==> src/rtl/kogge_stone_32bit.sv <==
// Registered WIDTH-bit adder with carry-in/carry-out; carries come from a
// radix-2 Kogge-Stone prefix tree feeding a single output register stage.
module kogge_stone_32bit #(
  parameter int WIDTH = 32
) (
  input  logic             clk,
  input  logic             rst_n,
  input  logic [WIDTH-1:0] A,
  input  logic [WIDTH-1:0] B,
  input  logic             Cin,
  output logic [WIDTH-1:0] S,
  output logic             Cout
);

  localparam int LEVELS = $clog2(WIDTH);

  logic [WIDTH-1:0] p_p0;
  logic [WIDTH-1:0] g_lvl [0:LEVELS];
  logic [WIDTH-1:0] p_lvl [0:LEVELS];
  logic [WIDTH-1:0] carry_p0;
  logic [WIDTH-1:0] sum_p0;
  logic             cout_p0;

  // Stage 0: bitwise propagate/generate, prefix tree and sum, all combinational.
  // Cin is folded into bit 0's generate so every group generate already includes it.
  always_comb begin
    p_p0     = A ^ B;
    g_lvl[0] = A & B;
    g_lvl[0][0] = (A[0] & B[0]) | (p_p0[0] & Cin);
    p_lvl[0] = p_p0;
    for (int k = 0; k < LEVELS; k++) begin
      g_lvl[k+1] = g_lvl[k];
      p_lvl[k+1] = p_lvl[k];
      for (int i = (1 << k); i < WIDTH; i++) begin
        g_lvl[k+1][i] = g_lvl[k][i] | (p_lvl[k][i] & g_lvl[k][i-(1<<k)]);
        p_lvl[k+1][i] = p_lvl[k][i] & p_lvl[k][i-(1<<k)];
      end
    end
    carry_p0 = {g_lvl[LEVELS][WIDTH-2:0], Cin};
    sum_p0   = p_p0 ^ carry_p0;
    cout_p0  = g_lvl[LEVELS][WIDTH-1];
  end

  // Stage 0 -> output register; reset wins over the operands sampled at the same edge.
  always_ff @(posedge clk) begin
    if (!rst_n) begin
      S    <= '0;
      Cout <= 1'b0;
    end else begin
      S    <= sum_p0;
      Cout <= cout_p0;
    end
  end

endmodule

==> config.mk <==
export PLATFORM = sky130hd
export DESIGN_NAME = kogge_stone_32bit
export DESIGN_NICKNAME = d
export VERILOG_FILES = /design/src/rtl/kogge_stone_32bit.sv
export SDC_FILE = /design/constraint.sdc
export NUM_CORES = 1
export LEC_CHECK = 0
export ABC_AREA = 1
export CORE_MARGIN = 3
export CORE_UTILIZATION = 50
export DETAILED_ROUTE_END_ITERATION = 12
export GPL_ROUTABILITY_DRIVEN = 0
export PLACE_DENSITY = 0.84
export SYNTH_ARGS = -nofsm -noshare
export SYNTH_HDL_FRONTEND = slang
export SYNTH_SLANG_ARGS = --single-unit
==> constraint.sdc <==
create_clock -name clk -period 6.16 [get_ports clk]
set_input_delay 1.232 -clock clk [delete_from_list [all_inputs] [get_ports clk]]
set_output_delay 1.232 -clock clk [all_outputs]
set_load 0.005 [all_outputs]
Yosys cells after proc, flatten, opt, wreduce, memory -nomap -nowiden
Index checks and enable logic that the tools add are counted.
{"block": "word_totals", "register_bits": 33, "inputBits": 67}
{"block": "op_classes", "n_bitwise": 362}
{"cell": "AND 1 bit", "count": 229}
{"cell": "bitwise OR 1 bit", "count": 130}
{"cell": "XOR 32 bit", "count": 2}
{"cell": "AND 32 bit", "count": 1}

Logic depth before layout (Yosys ltp)
{"block": "depth", "word_depth": 13, "mapped_depth": 13, "depth_no_buf": 13}

Worst setup path before layout
Ideal clock, no wire load.
{"block": "synth_timing", "kind": "input to register", "start": "input port A[0]", "end": "register S[28]", "t_arrival_ps": 2819, "path_slack_ps": 3226, "stages": 11, "cell_sequence": "inv_1 -> fa_1 -> fa_1 -> inv_1 -> nand3_1 -> nand3_1 -> nand3_1 -> nand3_1 -> nand2_1 -> a21oi_1 -> nor2_1"}
{"block": "synth_between", "elab_chain_len": 12}
{"item": "start: declaration", "line": "8", "rtl": "input logic [WIDTH-1:0] A,"}
{"item": "XOR 32 bit", "line": "27", "rtl": "p_p0 = A ^ B;"}
{"item": "AND 1 bit", "line": "29", "rtl": "g_lvl[0][0] = (A[0] & B[0]) | (p_p0[0] & Cin);"}
{"item": "bitwise OR 1 bit (*)", "line": "29"}
{"item": "AND 1 bit (*)", "line": "35", "rtl": "g_lvl[k+1][i] = g_lvl[k][i] | (p_lvl[k][i] & g_lvl[k][i-(1<<k)]);"}
{"item": "bitwise OR 1 bit (*)", "line": "35"}
{"item": "AND 1 bit (*)", "line": "35"}
{"item": "bitwise OR 1 bit (*)", "line": "35"}
{"item": "AND 1 bit (*)", "line": "35"}
{"item": "bitwise OR 1 bit (*)", "line": "35"}
{"item": "AND 1 bit (*)", "line": "35"}
{"item": "bitwise OR 1 bit (*)", "line": "35"}
{"item": "XOR 32 bit (*)", "line": "40", "rtl": "sum_p0 = p_p0 ^ carry_p0;"}
{"item": "end signal: assignment", "line": "50", "rtl": "S <= sum_p0;"}
{"item": "end: declaration", "line": "11", "rtl": "output logic [WIDTH-1:0] S,"}
Mark *: on every way between the ends. The rest lies on a longest branch, timed or not.
A chain may end at the register's enable or synchronous reset.

Worst setup path in the final report
{"block": "layout_timing", "start": "input port A[0]", "end": "register S[20]"}
{"block": "layout_between", "elab_chain_len": 10}
{"item": "XOR 32 bit", "line": "27"}
{"item": "AND 1 bit", "line": "29"}
{"item": "bitwise OR 1 bit (*)", "line": "29"}
{"item": "AND 1 bit (*)", "line": "35"}
{"item": "bitwise OR 1 bit (*)", "line": "35"}
{"item": "AND 1 bit (*)", "line": "35"}
{"item": "bitwise OR 1 bit (*)", "line": "35"}
{"item": "AND 1 bit (*)", "line": "35"}
{"item": "bitwise OR 1 bit (*)", "line": "35"}
{"item": "XOR 32 bit (*)", "line": "40"}
Marks and branches as above.

==> reports/results.ini <==
[clocking]
clock-sinks = 33
cts_tree = built
post_cts_resized = 0
cts_buffers = 5
cts_hold_buf = 0
ctsLongestPathBuffers = 2
post-cts-setup-buffers = 0
cts_max_level = 2
clk_pin_slew_ns = 0.07
cts_root_buf = clkbuf_8

[floorplan]
chipWidth_um = 88.0
num_rows = 29
die_h_um = 88.0
dieArea_mm2 = 0.00775
ios = 100
core_area_mm2 = 0.00642
initial_core_util = 0.524

[critical_path]
critPathCaptureType = register
cpMaxStageDelayCell = fa_1
crit_chain = clkdlybuf4s50_1 > inv_1 > fa_1 > fa_1 > inv_1 > nand3_1 > nand3_1 > nand3_1 > nand3_1 > nand2_1 > nand2_1 > nand2_1 > nand2_1 > nor2_1
worstPathRequired_ns = 6.34
crit_arrival_ns = 3.49
startpoint_type = primary input
criticalPathCategory = primary input to register
path_max_fanout = 4
max_stage_delay_ns = 0.46

[finish]
final_cell_mix = 207 x nand2_1, 115 x inv_1, 99 x clkdlybuf4s50_1
final_core_util = 0.704
final_layout_size_suffix_gt1_frac = 0.0660
nets = 797
layout_commonest_cell = nand2_1
area_growth_pct = 34.4
nFillCells = 576
n_antenna_cell = 0

[logic_synthesis]
async_reset_ff_frac = 0
syn-num-nets = 694
seq_area_frac_synth = 0.196
postSynthCellCount = 594
synth_edf_count = 0
ys_types = 28
syn_area_mm2 = 0.00336
syn_area_per_cell_um2 = 5.66
ys_seq_elements = 33
yosysWarnings = 0
synth_ff_type = dfxtp_1

[drt]
drc = 0
vias_per_cell = 5.07
drt_wl_total_um = 10100
vias = 3925
drt_first_iter_violations = 263
wl_per_cell_um = 13.1
ant_nets = 0
dr.pass1.iters = 6

[timing]
fmax_ghz = 0.302
fin_crit_sh = 0.537
hold_viol = 0
slew_viol_final = 0
rsz0062_at_grt = no
max-slew-margin-rel = 0.303
fin_ws_ns = 2.85
period_needed_ns = 3.31
worst_pin_slew_ns = 1.04
hold_ws_ns = 1.69
setup_viol = 0
final.setup.tns_ns = 0

[power]
power_per_cell_area_mw_per_mm2 = 169
vdd_drop_max_uv = 105
p_leak_nw = 2.49

[run]
drv_cap = 0

[global_route]
grt_max_degree = 29
overflow = 0
grt_pass1_vias = 3672
grt_usage = 0.267
antenna_found_initial = 0
grt_pass1_wl_um = 16300

[placement]
dp_worst_setup_slack_ns = 2.55
dp_hpwl_um = 8580
portBuffers = 99

[worst_hold_path]
hold_class = primary input to register

[outcome]
status = finished, final reports clean

## path summary, 6_finish.rpt
path,to,from,cells after the start
worst max-delay path,S[20]$_SDFF_PN0_,A[0],14
worst min-delay path,S[0]$_SDFF_PN0_,Cin,4
## per-layer routing
layer  vias to the layer above  track usage  wire length (µm)
met5                         -            0                 0
met4                         0        0.118               379
met3                        32       0.0292               612
met2                       146        0.451              4740
met1                      1730        0.343              4380
li1                       2017            -                 -
## synthesized netlist by cell type, types with 2 or more instances
| cell type | n | area share |
|---|---|---|
| nand2_1 | 207 | 0.23 |
| inv_1 | 115 | 0.13 |
| nor2_1 | 60 | 0.067 |
| a21oi_1 | 42 | 0.062 |
| dfxtp_1 | 33 | 0.20 |
| ha_1 | 31 | 0.12 |
| nand3_1 | 24 | 0.036 |
| nand2_2 | 18 | 0.033 |
| o21ai_0 | 9 | 0.013 |
| inv_2 | 8 | 0.0089 |
| and2_1 | 7 | 0.013 |
| nand4_1 | 6 | 0.011 |
| nor3_2 | 5 | 0.015 |
| o21bai_1 | 5 | 0.011 |
| nand3_2 | 4 | 0.012 |
| nor2_2 | 3 | 0.0056 |
| and3_1 | 2 | 0.0037 |
| fa_1 | 2 | 0.012 |
| nor3_1 | 2 | 0.0030 |
| o21a_1 | 2 | 0.0045 |
| o21ai_1 | 2 | 0.0030 |
## layout make-up
cell class	count	area [µm²]	share of cell area
Inverter	124	465	0.103
Multi-Input combinational cell	434	2220	0.491
Sequential cell	33	661	0.146
Tap cell	77	96.3	0.0213
Clock buffer	7	86.3	0.0191
Timing Repair Buffer	99	991	0.219
## cell families (layout without fill, tap and decap cells)
kind of cell,count (synthesis),count (layout),share of synthesized area
DFF,33,33,0.196
buffers and inverters,127,230,0.143
and+or+nand+nor,339,339,0.434
AOI/OAI and AO/OA,61,61,0.0971
adders and majority gates,33,33,0.127
xor gates and xnor gates,1,1,0.00260
## worst max-delay path: cells and delay by family
kind | cells | cell delay (ns)
adder cells (fa/ha/maj) | 2 | 0.88
buffers and inverters | 3 | 0.61
AND/OR/NAND/NOR | 9 | 0.78
## flip-flops by register name, indices dropped and copies added (netlist names)
name,flops
Cout,1
S,32
## metrics by stage
stage / std cells / cell area [µm²] / power [mW]
6_report: 774 / 4520 / 0.765
5_1_grt: 774 / 4520 / 0.820
4_1_cts: 774 / 4520 / 0.764
3_5_place_dp: 767 / 4440 / 0.595
3_3_place_gp: 767 / 4440 / 0.587
2_1_floorplan: 594 / 3360 / 0.449
## where the power goes
| part | total (mW) | internal, mW | switching, mW | leakage [nW] |
|---|---|---|---|---|
| clock | 0.168 | 0.0887 | 0.0795 | 0.0443 |
| sequential | 0.246 | 0.239 | 0.00717 | 0.276 |
| combinational | 0.351 | 0.161 | 0.190 | 2.17 |
(Power assumes the default switching activity.)
